[src/rtl/adder_pkg.sv]
// rtl/adder_pkg.sv - shared types and constants for the adder and its block accumulator
//
// Contents:
//   DATA_WIDTH_DEFAULT  default operand width, shared with the upstream adder
//   acc_state_t         output stage state (ST_EMPTY / ST_FULL)
//   sum_width()         block total width for a given operand width and block length
package adder_pkg;

  localparam int DATA_WIDTH_DEFAULT = 3;

  typedef enum logic {
    ST_EMPTY = 1'b0,
    ST_FULL  = 1'b1
  } acc_state_t;

  // An adder result is data_width+1 bits; summing block_len of them needs
  // $clog2(block_len) extra bits of headroom.
  function automatic int sum_width(input int data_width, input int block_len);
    return data_width + 1 + $clog2(block_len);
  endfunction

endpackage

[src/rtl/sum_block_accumulator_if.sv]
// rtl/sum_block_accumulator_if.sv - sum input stream and block total output handshake
//
// Signals (named from the accumulator's point of view):
//   i_valid  input sum valid (from adder o_valid)
//   i_C      input sum, g_data_width+1 bits (from adder o_C)
//   i_ready  downstream accepts o_sum this cycle
//   o_valid  o_sum holds an unaccepted block total
//   o_sum    block total, g_sum_width bits
// Modports: slave = accumulator side, master = producer/consumer side.
interface sum_block_accumulator_if #(
  parameter int g_data_width = 3,
  parameter int g_sum_width  = 6
);

  logic                    i_valid;
  logic [g_data_width:0]   i_C;
  logic                    i_ready;
  logic                    o_valid;
  logic [g_sum_width-1:0]  o_sum;

  modport master (
    output i_valid, i_C, i_ready,
    input  o_valid, o_sum
  );

  modport slave (
    input  i_valid, i_C, i_ready,
    output o_valid, o_sum
  );

endinterface

[src/rtl/sum_block_accumulator.sv]
// rtl/sum_block_accumulator.sv - accumulates fixed-size blocks of adder sums onto a valid/ready port
//
// Ports:
//   i_clk          clock, rising edge
//   i_rst          asynchronous active-high reset
//   bus            sum_block_accumulator_if.slave (i_valid, i_C, i_ready, o_valid, o_sum)
//   i_clr_overrun  synchronous clear of o_overrun
//   o_overrun      sticky: at least one block total was dropped
//   o_fill         number of sums in the block currently being accumulated
module sum_block_accumulator
  import adder_pkg::*;
#(
  parameter int g_data_width = DATA_WIDTH_DEFAULT,
  parameter int g_block_len  = 4,
  parameter int g_sum_width  = sum_width(g_data_width, g_block_len)
) (
  input  logic                           i_clk,
  input  logic                           i_rst,
  sum_block_accumulator_if.slave         bus,
  input  logic                           i_clr_overrun,
  output logic                           o_overrun,
  output logic [$clog2(g_block_len)-1:0] o_fill
);

  localparam int FW = $clog2(g_block_len);

  acc_state_t             r_state;
  logic [g_sum_width-1:0] r_acc;
  logic [FW-1:0]          r_fill;
  logic [g_sum_width-1:0] r_sum;
  logic                   r_valid;
  logic                   r_overrun;

  logic                   w_complete;
  logic [g_sum_width-1:0] w_total;
  logic                   w_overrun_ev;

  // The last sum of a block is added combinationally so the total is ready
  // on the same edge that captures it; acc restarts from zero next cycle.
  assign w_complete   = bus.i_valid && (r_fill == FW'(g_block_len - 1));
  assign w_total      = r_acc + g_sum_width'(bus.i_C);
  assign w_overrun_ev = w_complete && (r_state == ST_FULL) && !bus.i_ready;

  always_ff @(posedge i_clk or posedge i_rst) begin
    if (i_rst) begin
      r_state   <= ST_EMPTY;
      r_acc     <= '0;
      r_fill    <= '0;
      r_sum     <= '0;
      r_valid   <= 1'b0;
      r_overrun <= 1'b0;
    end else begin
      // i_C is only looked at under i_valid, so an undriven bus cannot leak in.
      if (bus.i_valid) begin
        if (w_complete) begin
          r_acc  <= '0;
          r_fill <= '0;
        end else begin
          r_acc  <= w_total;
          r_fill <= r_fill + FW'(1);
        end
      end

      unique case (r_state)
        ST_EMPTY: begin
          if (w_complete) begin
            r_sum   <= w_total;
            r_valid <= 1'b1;
            r_state <= ST_FULL;
          end
        end
        ST_FULL: begin
          if (w_complete) begin
            // Accepted this cycle: the slot frees up and is refilled at once.
            // Not accepted: the pending total wins and the new one is lost.
            if (bus.i_ready) begin
              r_sum <= w_total;
            end
          end else if (bus.i_ready) begin
            r_valid <= 1'b0;
            r_state <= ST_EMPTY;
          end
        end
        default: begin
          r_valid <= 1'b0;
          r_state <= ST_EMPTY;
        end
      endcase

      // A fresh drop outranks a clear in the same cycle.
      if (w_overrun_ev) begin
        r_overrun <= 1'b1;
      end else if (i_clr_overrun) begin
        r_overrun <= 1'b0;
      end
    end
  end

  assign bus.o_valid = r_valid;
  assign bus.o_sum   = r_sum;
  assign o_overrun   = r_overrun;
  assign o_fill      = r_fill;

`ifdef USE_VERILATOR
  a_hold_pending : assert property (@(posedge i_clk) disable iff (i_rst)
    bus.o_valid && !bus.i_ready |=> $stable(bus.o_sum) && bus.o_valid);

  a_fill_range : assert property (@(posedge i_clk) disable iff (i_rst)
    32'(r_fill) < g_block_len);

  c_overrun : cover property (@(posedge i_clk) disable iff (i_rst)
    w_overrun_ev);

  c_accept_and_complete : cover property (@(posedge i_clk) disable iff (i_rst)
    w_complete && (r_state == ST_FULL) && bus.i_ready);
`endif

endmodule

[src/flat_wrapper.sv]
// flat-port wrapper written by rule: the top's interface ports become plain ports
module sum_block_accumulator_flat import adder_pkg::*;
#(
  parameter int g_data_width = DATA_WIDTH_DEFAULT,
  parameter int g_block_len  = 4,
  parameter int g_sum_width  = sum_width(g_data_width, g_block_len)
)
  (i_clk, i_rst, i_clr_overrun, o_overrun, o_fill, bus_i_valid, bus_i_C, bus_i_ready, bus_o_valid, bus_o_sum);
  sum_block_accumulator_if #(.g_data_width(g_data_width), .g_sum_width(g_sum_width)) bus_i ();
  input  logic i_clk;
  input  logic i_rst;
  input  logic i_clr_overrun;
  output logic o_overrun;
  output logic [$clog2(g_block_len)-1:0] o_fill;
  input wire logic [$bits(bus_i.i_valid)-1:0] bus_i_valid;
  input wire logic [$bits(bus_i.i_C)-1:0] bus_i_C;
  input wire logic [$bits(bus_i.i_ready)-1:0] bus_i_ready;
  output wire logic [$bits(bus_i.o_valid)-1:0] bus_o_valid;
  output wire logic [$bits(bus_i.o_sum)-1:0] bus_o_sum;
  assign bus_i.i_valid = bus_i_valid;
  assign bus_i.i_C = bus_i_C;
  assign bus_i.i_ready = bus_i_ready;
  assign bus_o_valid = bus_i.o_valid;
  assign bus_o_sum = bus_i.o_sum;
  sum_block_accumulator #(.g_data_width(g_data_width), .g_block_len(g_block_len), .g_sum_width(g_sum_width)) u_core (.i_clk(i_clk), .i_rst(i_rst), .bus(bus_i), .i_clr_overrun(i_clr_overrun), .o_overrun(o_overrun), .o_fill(o_fill));
endmodule
[config.mk]
export PLATFORM = sky130hd
export DESIGN_NAME = sum_block_accumulator_flat
export DESIGN_NICKNAME = d
export VERILOG_FILES = /design/src/rtl/adder_pkg.sv /design/src/rtl/sum_block_accumulator_if.sv /design/src/rtl/sum_block_accumulator.sv /design/src/flat_wrapper.sv
export SDC_FILE = /design/constraint.sdc
export NUM_CORES = 1
export LEC_CHECK = 0
export BUFFER_PORTS_ARGS = -buffer_cell sky130_fd_sc_hd__buf_2
export CAP_MARGIN = 20
export CORE_UTILIZATION = 30
export CTS_BUF_LIST = sky130_fd_sc_hd__clkbuf_4 sky130_fd_sc_hd__clkbuf_8
export CTS_CLUSTER_DIAMETER = 40
export CTS_CLUSTER_SIZE = 30
export DETAILED_ROUTE_END_ITERATION = 6
export HOLD_SLACK_MARGIN = 0.15
export PLACE_DENSITY = 0.46
export REMOVE_ABC_BUFFERS = 1
export SLEW_MARGIN = 25
export SYNTH_ARGS = -nofsm -noshare
export SYNTH_HDL_FRONTEND = slang
export SYNTH_SLANG_ARGS = --single-unit
[constraint.sdc]
create_clock -name i_clk -period 2.8 [get_ports i_clk]
set_clock_uncertainty 0.1 [all_clocks]
set_input_delay 0.14 -clock i_clk [delete_from_list [all_inputs] [get_ports i_clk]]
set_output_delay 0.14 -clock i_clk [all_outputs]
set_load 0.03 [all_outputs]
Word level (Yosys, flattened, before mapping)
Index checks and enable logic that the tools add are counted.
{"block": "word_totals", "out_inout_bits": 10, "regBits": 17, "elab_cells": 37, "input_bits": 9}
{"block": "classes", "bitwise": 1, "n_mux": 16, "reduce_logical": 7, "n_eq_ne": 5, "add_sub_neg": 2}
{"operator": "$mux W6", "count": 4}
{"operator": "$pmux W6 S2", "count": 1}
{"operator": "$mux W1", "count": 8}
{"operator": "$add A6 B4 Y6", "count": 1}
{"operator": "$ne A2 B2 Y1 const B", "count": 3}
{"operator": "$reduce_and A3 Y1", "count": 2}
{"operator": "$pmux W1 S2", "count": 2}
{"operator": "$logic_and A1 B1 Y1", "count": 3}
{"operator": "$add A2 B1 Y2 const B", "count": 1}
{"operator": "$eq A2 B2 Y1 const B", "count": 1}
{"operator": "$mux W2", "count": 1}
{"operator": "$ne A2 B1 Y1 const B", "count": 1}
{"operator": "$reduce_bool A2 Y1", "count": 1}
{"operator": "$logic_not A1 Y1", "count": 1}
{"operator": "$not A1 Y1", "count": 1}

Depth between registers and ports, before layout
Gate-level depths: netlist of run 1.
{"block": "depth", "word_depth": 5, "mapped_depth": 7, "depth_no_buf": 7}

Least setup slack after synthesis of run 1
OpenSTA, ideal clock, no wires.
{"block": "synth_timing", "path_type": "register to register", "from": "register u_core.r_fill[0] (netlist: u_core.o_fill[0])", "to": "register u_core.r_sum[0] (netlist: u_core.bus.o_sum[0])", "n_path_buf": 0, "setup_time_ns": 0.125, "setup_slack_ns": 0.944, "t_required_ns": 2.575, "synth_period_minus_slack_ns": 1.856, "t_arrival_ns": 1.632, "stages_incl_launch_ff": 7, "path_cell_list": "dfrtp_1 > ha_1 > nand2_1 > ha_1 > nor2_1 > o21ai_2 > mux2_2"}
{"block": "synth_between", "elab_chain_len": 4, "word_cells_on_any_way": 5, "cone_classes": "eq/ne (3); reduce/logical (2)"}
{"item": "start: declaration", "line_no": "sum_block_accumulator.sv:29", "source": "logic [FW-1:0] r_fill;"}
{"item": "start signal: assignment", "line_no": "sum_block_accumulator.sv:60", "source": "r_fill <= r_fill + FW'(1);"}
{"item": "$eq A2 B2 Y1 *", "line_no": "sum_block_accumulator.sv:40", "source": "assign w_complete = bus.i_valid && (r_fill == FW'(g_block_len - 1));"}
{"item": "$logic_and A1 B1 Y1 *", "line_no": "sum_block_accumulator.sv:40"}
{"item": "$ne A2 B2 Y1 (no line) or $ne A2 B1 Y1 (tied branches)"}
{"item": "$reduce_and A3 Y1 (no line) *"}
{"item": "end signal: assignment", "line_no": "sum_block_accumulator.sv:67", "source": "r_sum <= w_total;"}
{"item": "end signal: assignment", "line_no": "sum_block_accumulator.sv:77", "source": "r_sum <= w_total;"}
{"item": "end: declaration", "line_no": "sum_block_accumulator.sv:30", "source": "logic [g_sum_width-1:0] r_sum;"}
Mark *: on every way between the ends. The rest lies on a longest branch, timed or not.
A chain may end at the register's enable or synchronous reset.

Worst setup path in the final report of run 1
{"block": "layout_timing", "from": "register u_core.r_fill[0] (netlist: u_core.o_fill[0])", "to": "register u_core.r_overrun (netlist: u_core.o_overrun)"}
{"block": "layout_between", "elab_chain_len": 5, "word_cells_on_any_way": 6, "cone_classes": "eq/ne (1); mux (1); reduce/logical (4)"}
{"item": "$eq A2 B2 Y1 *", "line_no": "sum_block_accumulator.sv:40"}
{"item": "$logic_and A1 B1 Y1 *", "line_no": "sum_block_accumulator.sv:40"}
{"item": "$logic_and A1 B1 Y1 * (2 in a row)", "line_no": "sum_block_accumulator.sv:42", "source": "assign w_overrun_ev = w_complete && (r_state == ST_FULL) && !bus.i_ready;"}
{"item": "$mux W1 or $reduce_bool A2 Y1 (tied branches)"}
{"item": "end signal: assignment", "line_no": "sum_block_accumulator.sv:51", "source": "r_overrun <= 1'b0;"}
{"item": "end signal: assignment", "line_no": "sum_block_accumulator.sv:92", "source": "r_overrun <= 1'b1;"}
{"item": "end signal: assignment", "line_no": "sum_block_accumulator.sv:94", "source": "r_overrun <= 1'b0;"}
{"item": "end: declaration", "line_no": "sum_block_accumulator.sv:32", "source": "logic r_overrun;"}
Marked as above.

==> impl_metrics.csv, run 1 <==
group,metric,value,unit
power_and_ir_drop,ir_drop,0.509,mV
logic_synthesis,synth.area.top_cells,"dfrtp_1, ha_1, inv_1",
logic_synthesis,synth_cell_types,23,
sta,whs,0.188,ns
global_routing,grtUsageTotal,12.5,%
status,outcome,"complete, no violations",
sta,worst_slew_pin_slew,0.693,ns
cells_and_area,multi_input_area,423,um2
floorplan,coreArea,0.00278,mm2
global_routing,grt_pass1_wl,3.00,mm
sta,max_freq,505,MHz
worst_hold_path,hp-class,"in2reg",
setup_path,critPathKind,"reg2reg",
detailed_routing,drtPass1Iterations,3,
run,maxCapViolations,0,
cts,clock_latency,0.29,ns
cts,cts_root_buffer,"clkbuf_4",
sta,rsz0062_at_grt,"no",
cells_and_area,nNetsFinal,132,
logic_synthesis,async_flop_share,100,%
global_routing,grt_pass1_vias,670,
sta,min_period,1.98,ns
cts,cts_tree,"yes",
sta,slew_headroom,53.7,%
setup_path,critPathRequiredTime,2.89,ns
global_routing,grt_overflow,0,
cells_and_area,regArea,425,um2
cells_and_area,fin_area,0.00110,mm2
sta,setup_violations,0,
logic_synthesis,synth_top_area_share,47.8,%
power_and_ir_drop,power_density,1090,mW/mm2
detailed_routing,num_vias,688,
cts,clkTransAtPathRegs,0.11,ns
setup_path,cp_slowest_cell,"dlygate4sd3_1",
detailed_routing,post_drt_wl_per_cell,12.2,um
cts,cts_resized,0,
logic_synthesis,synth-seq-cells,17,
placed_design,io_buffer_count,18,
detailed_routing,antenna_left,0,
setup_path,crit_path_cell_trace,"ha_1 -> nand2_1 -> inv_1 -> ha_1 -> inv_1 -> o22ai_1 -> dlygate4sd3_1",
cells_and_area,fill_cells,285,
power_and_ir_drop,power.total,1.21,mW
setup_path,cp.arrival,2.07,ns
placed_design,place_area,0.00101,mm2
global_routing,met1_usage,17.8,%
floorplan,initial_utilization,32.0,%
placed_design,gp_congestion,0.733,
logic_synthesis,syn_area,890,um2
sta,fin_crit_sh,70.8,%
global_routing,grt_use_met3,2.07,%
sta,tns,0,ns
cts,clock_path_buffers,2,
logic_synthesis,syn_inst,86,
logic_synthesis,avgSynthCellArea,10.3,um2
logic_synthesis,ys.warnings.count,0,
sta,hold_viol_final,0,
logic_synthesis,synth_area_leader_cell,"dfrtp_1",
global_routing,grt_max_degree,18,
floorplan,die_w,56.5,um
logic_synthesis,synth_edf_count,0,
cells_and_area,syn_to_final_growth,24.2,%
cells_and_area,diodes,0,
global_routing,antenna_found_initial,0,
placed_design,place_hpwl,1.29,mm
logic_synthesis,yosysMostFrequentCell,"dfrtp_1",
detailed_routing,drt-total-wl,1.75,mm
cts,numCtsBuffers,3,
logic_synthesis,synth_common_cells,"dfrtp_1, inv_1, nand2_1, ha_1, nor2_1",
detailed_routing,drc,0,
global_routing,grt_busiest_layer,"met1",
setup_path,end_kind,"flip-flop",
setup_path,crit_fanout,7,
cells_and_area,drive_gt1_share,23.9,%
floorplan,core.rowCount,19,
floorplan,ioPinCount,19,
cts,cts_max_level,1,
power_and_ir_drop,p_leak,0.547,nW
cts,clock-sinks,17,
logic_synthesis,synthFlopType,"dfrtp_1",
detailed_routing,drt_iter0_markers,16,
logic_synthesis,ys_seq_area_share,47.8,%
floorplan,die_h,56.5,um
setup_path,start_kind,"flip-flop",
sta,finalMaxSlewViolations,0,
global_routing,grtUsageMet2,17.6,%
setup_path,slowest_delay,0.55,ns
floorplan,die_area,0.00319,mm2
detailed_routing,routed_via_density,4.78,
through the flow:
stage / std cells / util (%) / setup WS (ns)
6_report: 144 / 39.7 / 0.819
5_1_grt: 144 / 39.7 / 0.712
4_1_cts: 144 / 39.7 / 0.806
3_5_place_dp: 134 / 36.5 / 0.954
3_3_place_gp: 134 / 36.5 / 0.959
2_1_floorplan: 85 / - / 0.957
what timing repair did:
action                    in CTS  in global routing
hold endpoints to repair      27                  0
buffers inserted               0                  0
hold buffers                   6                  0
registers in the layout (all words and copies together), names as in the netlist:
name,cells
u_core.r_acc,6
u_core.o_fill,2
u_core.bus.o_valid,1
u_core.o_overrun,1
u_core.bus.o_sum,6
u_core.r_state,1
layout make-up:
cell class,instances,area share [%]
well taps,31,3.51
multi-input cells,58,38.3
flip-flops and latches,17,38.5
inverters,10,3.40
clock buffers,4,2.72
repair buffers,24,13.6
power breakdown:
part	internal, mW	total [mW]	switching [mW]	leakage [nW]
sequential	0.356	0.426	0.0706	0.206
clock	0.0651	0.147	0.0821	0.0184
combinational	0.253	0.635	0.382	0.322
total	0.674	1.21	0.535	0.547
cells by family (layout without fill, tap and decap cells):
logic type      after synthesis  in the layout  synth area share, %
compound gates               19             19                 14.1
fa+ha+maj                     9              9                 13.5
mux                           5              5                 6.05
xor+xnor                      3              3                 2.95
simple gates                 22             22                 11.0
buf+inv                      11             38                 4.64
flops                        17             17                 47.8
layer usage:
metal	part of all wire, %	wire length (um)
met1	51	887
met4	2.3	41
met2	45	781
met5	0	0
met3	2.5	44
critical path, delay by kind of cell, from the launching register on:
| family | cells | cell delay, ns |
|---|---|---|
| buffers and inverters | 3 | 0.66 |
| adder cells (fa/ha/maj) | 2 | 0.47 |
| flip-flops | 1 | 0.42 |
| AND/OR/NAND/NOR | 1 | 0.16 |
| AO/OA/AOI/OAI | 1 | 0.07 |
layout by cell type, fill, tap and decap left out, types with 2 or more instances in the layout:
| cell | netlist | layout |
|---|---|---|
| a21oi_1 | 2 | 2 |
| xnor2_1 | 3 | 3 |
| o21ai_0 | 6 | 6 |
| clkbuf_4 | 0 | 4 |
| mux2_2 | 3 | 3 |
| o22ai_1 | 5 | 5 |
| nor2_1 | 7 | 7 |
| mux2i_1 | 2 | 2 |
| buf_2 | 0 | 18 |
| dlygate4sd3_1 | 0 | 6 |
| nand3_1 | 2 | 2 |
| ha_1 | 8 | 8 |
| inv_1 | 10 | 10 |
| nand2_1 | 10 | 10 |
| dfrtp_1 | 17 | 17 |
final timing paths:
path / from / end / slack (ns) / depth (start not counted)
hold / removal: bus_i_C[3] / u_core.r_acc[5] / 0.19 / 4
setup / recovery: u_core.o_fill[0] / u_core.o_overrun / 0.82 / 7
max in group asynchronous: i_rst / u_core.r_acc[4] / 1.77 / 3
min in group asynchronous: i_rst / u_core.bus.o_sum[1] / 0.39 / 3
hold reg to reg: u_core.bus.o_sum[4] / u_core.bus.o_sum[4] / 0.39 / 2
setup reg to reg: u_core.o_fill[0] / u_core.o_overrun / 0.82 / 7
No activity file was read; power rests on OpenSTA's default activity.
==> run 2: changes to the inputs <==
--- a/config.mk
+++ b/config.mk
@@ -5,6 +5,7 @@
 export SDC_FILE = /design/constraint.sdc
 export NUM_CORES = 1
 export LEC_CHECK = 0
+export ABC_AREA = 1
 export BUFFER_PORTS_ARGS = -buffer_cell sky130_fd_sc_hd__buf_2
 export CAP_MARGIN = 20
 export CORE_UTILIZATION = 30
@@ -13,7 +14,7 @@
 export CTS_CLUSTER_SIZE = 30
 export DETAILED_ROUTE_END_ITERATION = 6
 export HOLD_SLACK_MARGIN = 0.15
-export PLACE_DENSITY = 0.46
+export PLACE_DENSITY = 0.48
 export REMOVE_ABC_BUFFERS = 1
 export SLEW_MARGIN = 25
 export SYNTH_ARGS = -nofsm -noshare
==> constraint.sdc (replaced) <==
create_clock -name i_clk -period 1.7 [get_ports i_clk]
set_clock_uncertainty 0.1 [all_clocks]
set_input_delay 0.085 -clock i_clk [delete_from_list [all_inputs] [get_ports i_clk]]
set_output_delay 0.085 -clock i_clk [all_outputs]
set_load 0.03 [all_outputs]
==> run 2 against run 1 <==
  * The run now ends with DRC left
  * Sequential power rose by 64%
  * Synthesized cell count rose by 19%
  * Worst hold slack improved by 0.017 ns
  * Core utilization rose by 1.4 points
  * Die area rose by 0.94%
  * Combinational power rose by 65%
  * Global-route usage fell by 0.21 points
  * Synthesized area rose by 0.98%
  * First-iteration DRC count fell by 19%
  * Cell count rose by 14%
  * Fmax rose by 22%
  * Critical path type unchanged
  * Largest cell class is now multi-input combinational cells
  * Highest routed layer unchanged
==> impl_metrics.csv, run 2 <==
group,metric,value,unit
status,outcome,"finished with violations",
status,failed_checks,"DRC",
sta,max_freq,614,MHz
cts,post_cts_buffers,0,
logic_synthesis,synth_edf_count,0,
floorplan,die_h,56.7,um
logic_synthesis,syn_area,898,um2
power_and_ir_drop,p_int,1.09,mW
setup_path,cp.arrival,1.74,ns
floorplan,die_area,0.00322,mm2
setup_path,start_kind,"flip-flop",
sta,fin_crit_sh,95.9,%
logic_synthesis,ys_seq_area_share,47.4,%
sta,rsz0062_at_grt,"yes",
floorplan,coreArea,0.00281,mm2
global_routing,grt_pass1_vias,703,
cells_and_area,nNetsFinal,152,
logic_synthesis,synthFlopType,"dfrtp_1",
global_routing,grt_overflow,0,
logic_synthesis,synth_compound_area_share,8.22,%
power_and_ir_drop,seqPwrFrac,35.1,%
power_and_ir_drop,p_sw_share,44.9,%
logic_synthesis,async_flop_share,100,%
setup_path,cp_slowest_cell,"dlygate4sd3_1",
power_and_ir_drop,ir_drop,0.541,mV
setup_path,startpoint,"u_core.r_acc[0]",
sta,worst_slew_pin_slew,0.693,ns
cts,clock_path_buffers,2,
global_routing,grt_use_met3,2.30,%
cells_and_area,layout_commonest_cell,"nand2_1",
global_routing,grtUsageMet2,18.7,%
logic_synthesis,synth-seq-cells,17,
global_routing,antenna_found_initial,0,
setup_path,end_kind,"flip-flop",
cts,cts_tree,"yes",
logic_synthesis,muxShareOfSynthArea,0,%
logic_synthesis,ys.warnings.count,0,
cells_and_area,drive_gt1_share,28.6,%
cts,clock_latency,0.29,ns
setup_path,slowest_delay,0.54,ns
logic_synthesis,synth_area_leader_cell,"dfrtp_1",
sta,slew_headroom,53.8,%
logic_synthesis,synthAdderAreaFrac,13.4,%
setup_path,critPathKind,"reg2reg",
logic_synthesis,synth_common_cells,"nand2_1, dfrtp_1, inv_1, nand3_1, ha_1",
placed_design,io_buffer_count,18,
cells_and_area,fin_area,0.00115,mm2
detailed_routing,antenna_left,0,
setup_path,reg2reg_from,"u_core.r_acc[0]",
cts,numCtsBuffers,3,
detailed_routing,drt_iter0_markers,13,
placed_design,place_area,0.00105,mm2
global_routing,grtUsageTotal,12.3,%
setup_path,crit_path_cell_trace,"ha_2 -> dlygate4sd3_1 -> inv_1 -> o21ai_0",
sta,finalMaxSlewViolations,0,
sta,setup_violations,0,
cells_and_area,final_cell_mix,"nand2_1, buf_2, dfrtp_1, inv_1, nand3_1",
floorplan,die_w,56.7,um
placed_design,place_hpwl,1.32,mm
setup_path,critPathTopFamily,"buffers and inverters",
logic_synthesis,syn_inst,102,
placed_design,gp_congestion,0.700,
sta,min_period,1.63,ns
detailed_routing,post_drt_wl_per_cell,11.0,um
global_routing,grt_pass1_wl,2.99,mm
logic_synthesis,synth_simple_gate_area_share,23.8,%
power_and_ir_drop,p_clk_share,12.1,%
cts,cts_root_buffer,"clkbuf_4",
cts,clkTransAtPathRegs,0.10,ns
floorplan,initial_utilization,32.0,%
worst_hold_path,min_from,"bus_i_C[1]",
logic_synthesis,yosysMostFrequentCell,"nand2_1",
power_and_ir_drop,p_leak,0.625,nW
sta,hold_viol_final,0,
logic_synthesis,synth.area.top_cells,"dfrtp_1, nand2_1, ha_1",
detailed_routing,routed_via_density,4.48,
floorplan,core.rowCount,19,
logic_synthesis,synth_top_area_share,47.4,%
cts,clock-sinks,17,
cells_and_area,diodes,0,
power_and_ir_drop,power_switching,0.893,mW
logic_synthesis,avgSynthCellArea,8.81,um2
floorplan,ioPinCount,19,
setup_path,crit_fanout,2,
logic_synthesis,synth_top_family_by_area,"simple AND/OR/NAND/NOR gates",
run,maxCapViolations,0,
global_routing,grt_busiest_layer,"met2",
setup_path,cp_num_buf_inv,2,
power_and_ir_drop,power_density,1720,mW/mm2
setup_path,critPathRequiredTime,1.81,ns
global_routing,met1_usage,16.4,%
detailed_routing,drc,4,
logic_synthesis,synthXorXnorAreaFrac,0.975,%
logic_synthesis,synth_cell_types,18,
global_routing,grt_max_degree,18,
worst_hold_path,hp-class,"in2reg",
detailed_routing,drtPass1Iterations,6,
cts,cts_max_level,1,
detailed_routing,num_vias,734,
power_and_ir_drop,combPwrFrac,52.8,%
sta,whs,0.205,ns
cells_and_area,syn_to_final_growth,28.6,%
detailed_routing,drt-total-wl,1.81,mm
==> run 2: worst reg2reg max path: stages, from the launching register on <==
cell and delay [ns]:
dfrtp_1 0.40, ha_2 0.32, dlygate4sd3_1 0.54, inv_1 0.05
o21ai_0 0.15
==> run 2: layer usage <==
| metal | vias to the layer above | routed length [um] |
|---|---|---|
| li1 | 385 | - |
| met1 | 333 | 873 |
| met2 | 12 | 846 |
| met3 | 4 | 59 |
| met4 | 0 | 33 |
| met5 | - | 0 |
==> run 2: cell families after synthesis <==
kind of cell,count (synthesis)
AO/OA/AOI/OAI,13
XOR/XNOR,1
adder cells (fa/ha/maj),9
AND/OR/NAND/NOR,47
flip-flops,17
buffers and inverters,15
==> run 2: worst paths after layout <==
| check | to | slack [ns] | depth (start not counted) |
|---|---|---|---|
| worst max-delay path | u_core.r_acc[0] | 0.07 | 4 |
| worst min-delay path | u_core.bus.o_sum[1] | 0.21 | 4 |
| worst max register to register | u_core.r_acc[0] | 0.07 | 4 |
| worst min register to register | u_core.bus.o_sum[5] | 0.39 | 2 |
| max in group asynchronous | u_core.o_overrun | 0.73 | 3 |
| min in group asynchronous | u_core.r_acc[2] | 0.34 | 3 |
==> run 2: metrics by stage <==
| stage | total power [mW] | utilization [%] | setup TNS (ns) | cells | worst slack (ns) |
|---|---|---|---|---|---|
| 2_1_floorplan | 1.43 | - | -0.404 | 102 | -0.0743 |
| 3_3_place_gp | 1.70 | 37.4 | 0 | 154 | 0.0484 |
| 3_5_place_dp | 1.71 | 37.4 | 0 | 154 | 0.0206 |
| 4_1_cts | 1.99 | 40.6 | 0 | 164 | 0.0113 |
| 5_1_grt | 2.17 | 41.2 | -0.0198 | 164 | -0.0198 |
| 6_report | 1.99 | 41.2 | 0 | 164 | 0.0701 |
==> run 2: power by group through the flow <==
stage          Combinational [mW]  Sequential, mW  Clock, mW
2_1_floorplan               0.541           0.892          0
6_report                     1.05           0.698      0.241
4_1_cts                      1.04           0.699      0.248
5_1_grt                      1.18           0.721      0.263
3_5_place_dp                 1.00           0.707          0
3_3_place_gp                0.995           0.702          0
==> run 2: final cells by class <==
class                           count  area [um2]
Fill cell                         294        1650
Multi-Input combinational cell     70         432
Sequential cell                    17         425
Timing Repair Buffer               27         173
Inverter                           15        56.3
Tap cell                           31        38.8
Clock buffer                        4        30.0
==> run 2: timing repair <==
| action | CTS | global route |
|---|---|---|
| hold buffers | 6 | 0 |
| hold endpoints to repair | 29 | 0 |
| gates resized for setup | 0 | 5 |
| endpoints found under the setup margin | 0 | 7 |
